File: src/rtl/aria_sl_core.sv
// aria_sl_core: multi-lane ARIA substitution layer (SL1/SL2) over a 128-bit state.
// LANES bytes per cycle; each lane is a 4-way sbox built around a shared GF(2^8) inverse.
module aria_sl_core #(
    parameter int LANES = 4
) (
    input  logic         clk,
    input  logic         rst_n,
    input  logic         in_valid,
    output logic         in_ready,
    input  logic [127:0] in_data,
    input  logic         in_sl2,
    input  logic         abort,
    output logic         out_valid,
    input  logic         out_ready,
    output logic [127:0] out_data,
    output logic         busy
);

    localparam int BEATS = (LANES > 0) ? 16 / LANES : 1;
    localparam int CW    = (BEATS > 1) ? $clog2(BEATS) : 1;

    if (LANES != 1 && LANES != 2 && LANES != 4 && LANES != 8 && LANES != 16) begin : g_lanes_check
        $error("aria_sl_core: LANES must be 1, 2, 4, 8 or 16");
    end

    // Linear maps as column sets: entry i is the image of input bit i.
    // S2's matrix already folds in the x^8 Frobenius, so it applies directly to x^-1.
    typedef logic [7:0][7:0] cols_t;
    localparam cols_t A_FWD = {8'h8f, 8'hc7, 8'he3, 8'hf1, 8'hf8, 8'h7c, 8'h3e, 8'h1f};
    localparam cols_t A_INV = {8'h25, 8'h92, 8'h49, 8'ha4, 8'h52, 8'h29, 8'h94, 8'h4a};
    localparam cols_t M_FWD = {8'h5f, 8'hfb, 8'ha7, 8'h26, 8'h83, 8'hc6, 8'hfd, 8'hac};
    localparam cols_t M_INV = {8'he8, 8'hae, 8'h52, 8'h75, 8'hc1, 8'h7a, 8'h38, 8'hd8};

    typedef enum logic [1:0] {
        IDLE,
        RUN,
        DONE
    } state_t;

    function automatic logic [7:0] gf_mul(input logic [7:0] a, input logic [7:0] b);
        logic [7:0] acc;
        logic [7:0] sh;
        acc = 8'h00;
        sh  = a;
        for (int i = 0; i < 8; i++) begin
            if (b[i]) acc = acc ^ sh;
            sh = {sh[6:0], 1'b0} ^ (sh[7] ? 8'h1b : 8'h00);
        end
        return acc;
    endfunction

    // x^254 = x^-1 (and 0 -> 0), built from x^2 * x^4 * ... * x^128.
    function automatic logic [7:0] aria_lt_gfinv(input logic [7:0] x);
        logic [7:0] p;
        logic [7:0] r;
        p = x;
        r = 8'h01;
        for (int i = 0; i < 7; i++) begin
            p = gf_mul(p, p);
            r = gf_mul(r, p);
        end
        return r;
    endfunction

    function automatic logic [7:0] lin_map(input logic [7:0] x, input cols_t cols);
        logic [7:0] r;
        r = 8'h00;
        for (int i = 0; i < 8; i++) begin
            if (x[i]) r = r ^ cols[i];
        end
        return r;
    endfunction

    // sel[0] picks the S2 family, sel[1] picks the inverse direction.
    function automatic logic [7:0] sbox4(input logic [7:0] x, input logic [1:0] sel);
        logic [7:0] c;
        logic [7:0] pre;
        logic [7:0] g;
        c   = sel[0] ? 8'he2 : 8'h63;
        pre = sel[1] ? lin_map(x ^ c, sel[0] ? M_INV : A_INV) : x;
        g   = aria_lt_gfinv(pre);
        return sel[1] ? g : (lin_map(g, sel[0] ? M_FWD : A_FWD) ^ c);
    endfunction

    state_t          state_q;
    state_t          state_d;
    logic [CW-1:0]   cnt_q;
    logic [127:0]    st_q;
    logic [127:0]    st_next;
    logic            sl2_q;
    logic            last_beat;
    logic [7:0]      lane_out [LANES];
    logic [3:0]      lane_idx [LANES];

    assign last_beat = (cnt_q == CW'(BEATS - 1));

    for (genvar j = 0; j < LANES; j++) begin : g_lane
        logic [7:0] din;
        assign lane_idx[j] = 4'(int'(cnt_q) * LANES + j);
        assign din         = st_q[8*(15 - int'(lane_idx[j])) +: 8];
        assign lane_out[j] = sbox4(din, lane_idx[j][1:0] ^ {sl2_q, 1'b0});
    end

    always_comb begin
        st_next = st_q;
        for (int j = 0; j < LANES; j++) begin
            st_next[8*(15 - int'(lane_idx[j])) +: 8] = lane_out[j];
        end
    end

    always_comb begin
        // NOTE: default assignment first so no path leaves state_d unassigned (no latch).
        state_d = state_q;
        unique case (state_q)
            IDLE: if (in_valid) state_d = RUN;
            RUN: begin
                if (abort) state_d = IDLE;
                else if (last_beat) state_d = DONE;
            end
            DONE: begin
                if (abort) state_d = IDLE;
                else if (out_ready) state_d = IDLE;
            end
            default: state_d = IDLE;
        endcase
    end

    // NOTE: registers use non-blocking assignments so every flop samples pre-edge values.
    always_ff @(posedge clk or negedge rst_n) begin
        if (!rst_n) begin
            state_q <= IDLE;
        end else begin
            state_q <= state_d;
        end
    end

    always_ff @(posedge clk or negedge rst_n) begin
        if (!rst_n) begin
            cnt_q <= '0;
            st_q  <= '0;
            sl2_q <= 1'b0;
        end else if (state_q == IDLE) begin
            if (in_valid) begin
                st_q  <= in_data;
                sl2_q <= in_sl2;
                cnt_q <= '0;
            end
        end else if (state_q == RUN && !abort) begin
            st_q  <= st_next;
            cnt_q <= last_beat ? '0 : cnt_q + 1'b1;
        end
    end

    assign in_ready  = (state_q == IDLE);
    assign out_valid = (state_q == DONE);
    assign busy      = (state_q == RUN) || (state_q == DONE);
    assign out_data  = st_q;

endmodule
File: config.mk
export PLATFORM = sky130hd
export DESIGN_NAME = aria_sl_core
export DESIGN_NICKNAME = d
export VERILOG_FILES = /design/src/rtl/aria_sl_core.sv
export SDC_FILE = /design/constraint.sdc
export NUM_CORES = 2
export LEC_CHECK = 0
export CAP_MARGIN = 25
export CELL_PAD_IN_SITES_DETAIL_PLACEMENT = 2
export CELL_PAD_IN_SITES_GLOBAL_PLACEMENT = 2
export CORE_AREA = 2 2 388 390
export CTS_BUF_LIST = sky130_fd_sc_hd__clkbuf_2
export DETAILED_ROUTE_END_ITERATION = 8
export DIE_AREA = 0 0 390 392
export PLACE_DENSITY = 0.86
export SLEW_MARGIN = 40
export SYNTH_ARGS = -nofsm -noshare
export SYNTH_HDL_FRONTEND = slang
export SYNTH_SLANG_ARGS = --single-unit
File: constraint.sdc
create_clock -name clk -period 34.4 [get_ports clk]
set_input_delay 3.44 -clock clk [delete_from_list [all_inputs] [get_ports clk]]
set_output_delay 3.44 -clock clk [all_outputs]
set_load 0.005 [all_outputs]
==> impl_metrics.json <==
{
  "final_routed_wire_length_divided_by_cell_count_um": 25.9,
  "grt_remaining_overflow": 0,
  "placementRows": 142,
  "route.vias.total": 62000,
  "multi_input_area_sq_mm": 0.0555,
  "min-delay-path-class": "flip-flop to flip-flop",
  "grt_setup_unrepaired": "false",
  "drc": 0,
  "max_slew.worst_pin.slew_ns": 0.925,
  "hold_path_depth": 2,
  "synth.ff_latch_count": 133,
  "syn_nets": 8330,
  "longest_individual_stage_delay_on_the_worst_path_ns": 0.87,
  "category_of_the_worst_setup_path_capture_point": "flip-flop",
  "run_status": "finished, final reports clean",
  "fmax_ghz": 0.0442,
  "cts_hold_buf": 0,
  "final-setup-viol-count": 0,
  "clock_skew_ns": 0.0977,
  "tns_setup_ns": 0,
  "initial_core_util": 0.406,
  "netlist-cell-type-count": 126,
  "synthToLayoutAreaGrowth_pct": 10.2,
  "path_class": "flip-flop to flip-flop",
  "post_synth_main_area_contributors": "xnor2_1, nor2_1, xor2_1",
  "die_width_um": 390,
  "buffer_ports.inserted": 264,
  "routed_length_on_met2_mm": 129,
  "slew_violations": 0,
  "drt_first_iter_violations": 4201,
  "worst_ep_arrival_time_ns": 23.53,
  "postSynthAreaPerCell_sq_um": 7.41,
  "cts.clk_slew.worst_paths_ns": 0.25,
  "cp_max_fo": 25,
  "timing.critical_path.slowest_stage_cell": "mux4_2",
  "maximum_number_of_pins_on_one_net_before_global_route_repair": 80,
  "die_area_sq_mm": 0.153,
  "final_period_util": 0.658,
  "ff_latch_area_sq_mm": 0.00334,
  "start_kind": "flip-flop",
  "cts_max_path_buffers": 2,
  "met3WireLength_mm": 15.0,
  "mappedNetlistArea_sq_mm": 0.0605,
  "post_cts_resize_count": 0,
  "top_layer": "met4",
  "yosysWarnings": 0,
  "layout.nets": 8358,
  "coreArea_sq_mm": 0.149,
  "grt_pass1_vias": 67400,
  "via_cell_ratio": 6.11,
  "layout.filler_cells": 17100,
  "crit-reg2reg-capture": "out_data[65]",
  "min_to": "out_data[86]",
  "rr_startpoint": "cnt_q[0]",
  "io_pins": 265,
  "clockRootBuffer": "clkbuf_2",
  "synth-edff-count": 0,
  "synth.largest_area_cell": "xnor2_1",
  "gpl.final_weighted_congestion": 0.917,
  "worst-path-buf-inv": 3,
  "routedLengthMet1_mm": 112,
  "critical_path.most_common_cell": "xnor2_1",
  "data_required_time_at_the_worst_endpoint_ns": 35.31,
  "cts_tree": "yes",
  "drv.max_cap_violation_count": 0,
  "max_slew_margin": 0.379,
  "numClockSinks": 133,
  "final_common_cell": "xnor2_1",
  "worst_skew_pair.late_latency_ns": 1.12,
  "wire_length_of_the_first_global_routing_pass_mm": 407,
  "drt-total-wl_mm": 263,
  "synthFlopType": "dfrtp_1",
  "min_from": "out_data[86]",
  "final_hold_viol_count": 0,
  "cts_setup_buffers": 0,
  "most_used_cells_in_the_layout_excluding_fill_and_tap_cells": "xnor2_1, nor2_1, nand2_1, xor2_1, a21oi_1",
  "firstDrtPassIters": 5,
  "cts-htree-levels": 4,
  "ant_nets": 0,
  "share_of_layout_cells_above_drive_strength_1": 0.106,
  "post-route-min-period_ns": 22.62,
  "synthCells": 8163,
  "track_usage": 0.330,
  "register_to_register_path_depth": 64,
  "r2r_slack_ns": 11.78,
  "numCtsBuffers": 17,
  "grt_antenna_before_repair": 12,
  "synth.yosys.seq_area_share": 0.0550,
  "die-height_um": 392,
  "synth_top_area_frac": 0.258,
  "dp_hpwl_mm": 198,
  "postSynth.asyncResetShare": 1.00,
  "critical_path.top_delay_family": "XOR/XNOR gates"
}
metrics by stage:
step                instance area [sq um]  hold WS (ns)  setup slack, ns   util  std cells
detailed placement                  66100         0.519            12.27  0.444      10100
global placement                    65700         0.488            12.48  0.441      10100
finish                              66700         0.574            11.78  0.448      10200
CTS                                 66400         0.569            12.04  0.446      10100
floorplan                           60500         0.490            16.27      -       8163
global route                        66700         0.595            10.45  0.448      10200
cell usage after synthesis, types with 32 or more instances:
cell type and instances:
a211oi_1 75, a21oi_1 430, a221o_1 68, a221oi_1 47, a22oi_1 83, a31oi_1 53, and2_1 39, and3_1 103
buf_1 44, buf_2 112, clkbuf_1 328, dfrtp_1 133, ha_1 33, inv_1 97, mux2_2 54, mux2i_1 174
mux4_2 32, nand2_1 825, nand2b_1 65, nand3_1 155, nor2_1 1190, nor2b_1 69, nor3_1 176, o211ai_1 52
o21ai_0 335, o21ai_1 73, o22ai_1 120, or3_1 33, xnor2_1 1781, xnor2_2 151, xnor2_4 35, xnor3_1 123
xor2_1 480, xor2_2 51
flip-flops by register name (all words and copies together), names as in the netlist:
register  cells
out_data    128
cnt_q         2
state_q       2
sl2_q         1
routing by layer:
| metal | vias to the layer above | track usage |
|---|---|---|
| met1 | 31800 | 0.418 |
| met2 | 1915 | 0.582 |
| met3 | 427 | 0.0433 |
| li1 | 27900 | - |
| met5 | - | 0 |
| met4 | 0 | 0.0960 |
how the worst max path moves through the flow:
stage | from | to | slack [ns] | depth (start not counted)
global route | sl2_q | out_data[71] | 10.45 | 71
floorplan | cnt_q[0] | out_data[39] | 16.27 | 77
global placement | cnt_q[0] | out_data[96] | 12.48 | 63
finish | cnt_q[0] | out_data[65] | 11.78 | 64
CTS | cnt_q[0] | out_data[65] | 12.04 | 65
detailed placement | cnt_q[0] | out_data[96] | 12.27 | 65
tightest hold or removal path: stages, from the launching register on:
cell and delay (ns):
dfrtp_1 0.46, nand2_1 0.06, o21ai_1 0.06
kinds of logic after synthesis:
family	Yosys count	share of synthesized area
fa+ha+maj	38	0.00765
mux	274	0.0551
flops	133	0.0550
xor+xnor	2668	0.462
compound gates	1635	0.176
buf+inv	656	0.0466
simple gates	2759	0.197
final cells by class:
type,instances,share of cell area
flip-flops and latches,133,0.0500
well taps,1944,0.0365
diodes,8,0.000300
clock buffers,17,0.00128
inverters,130,0.00735
repair buffers,535,0.0705
multi-input cells,7374,0.831
clock inverters,15,0.00265
Power is left out: the tool's default activity adds up to more than one toggle a clock period on the data nets, which glitch-free logic cannot reach.
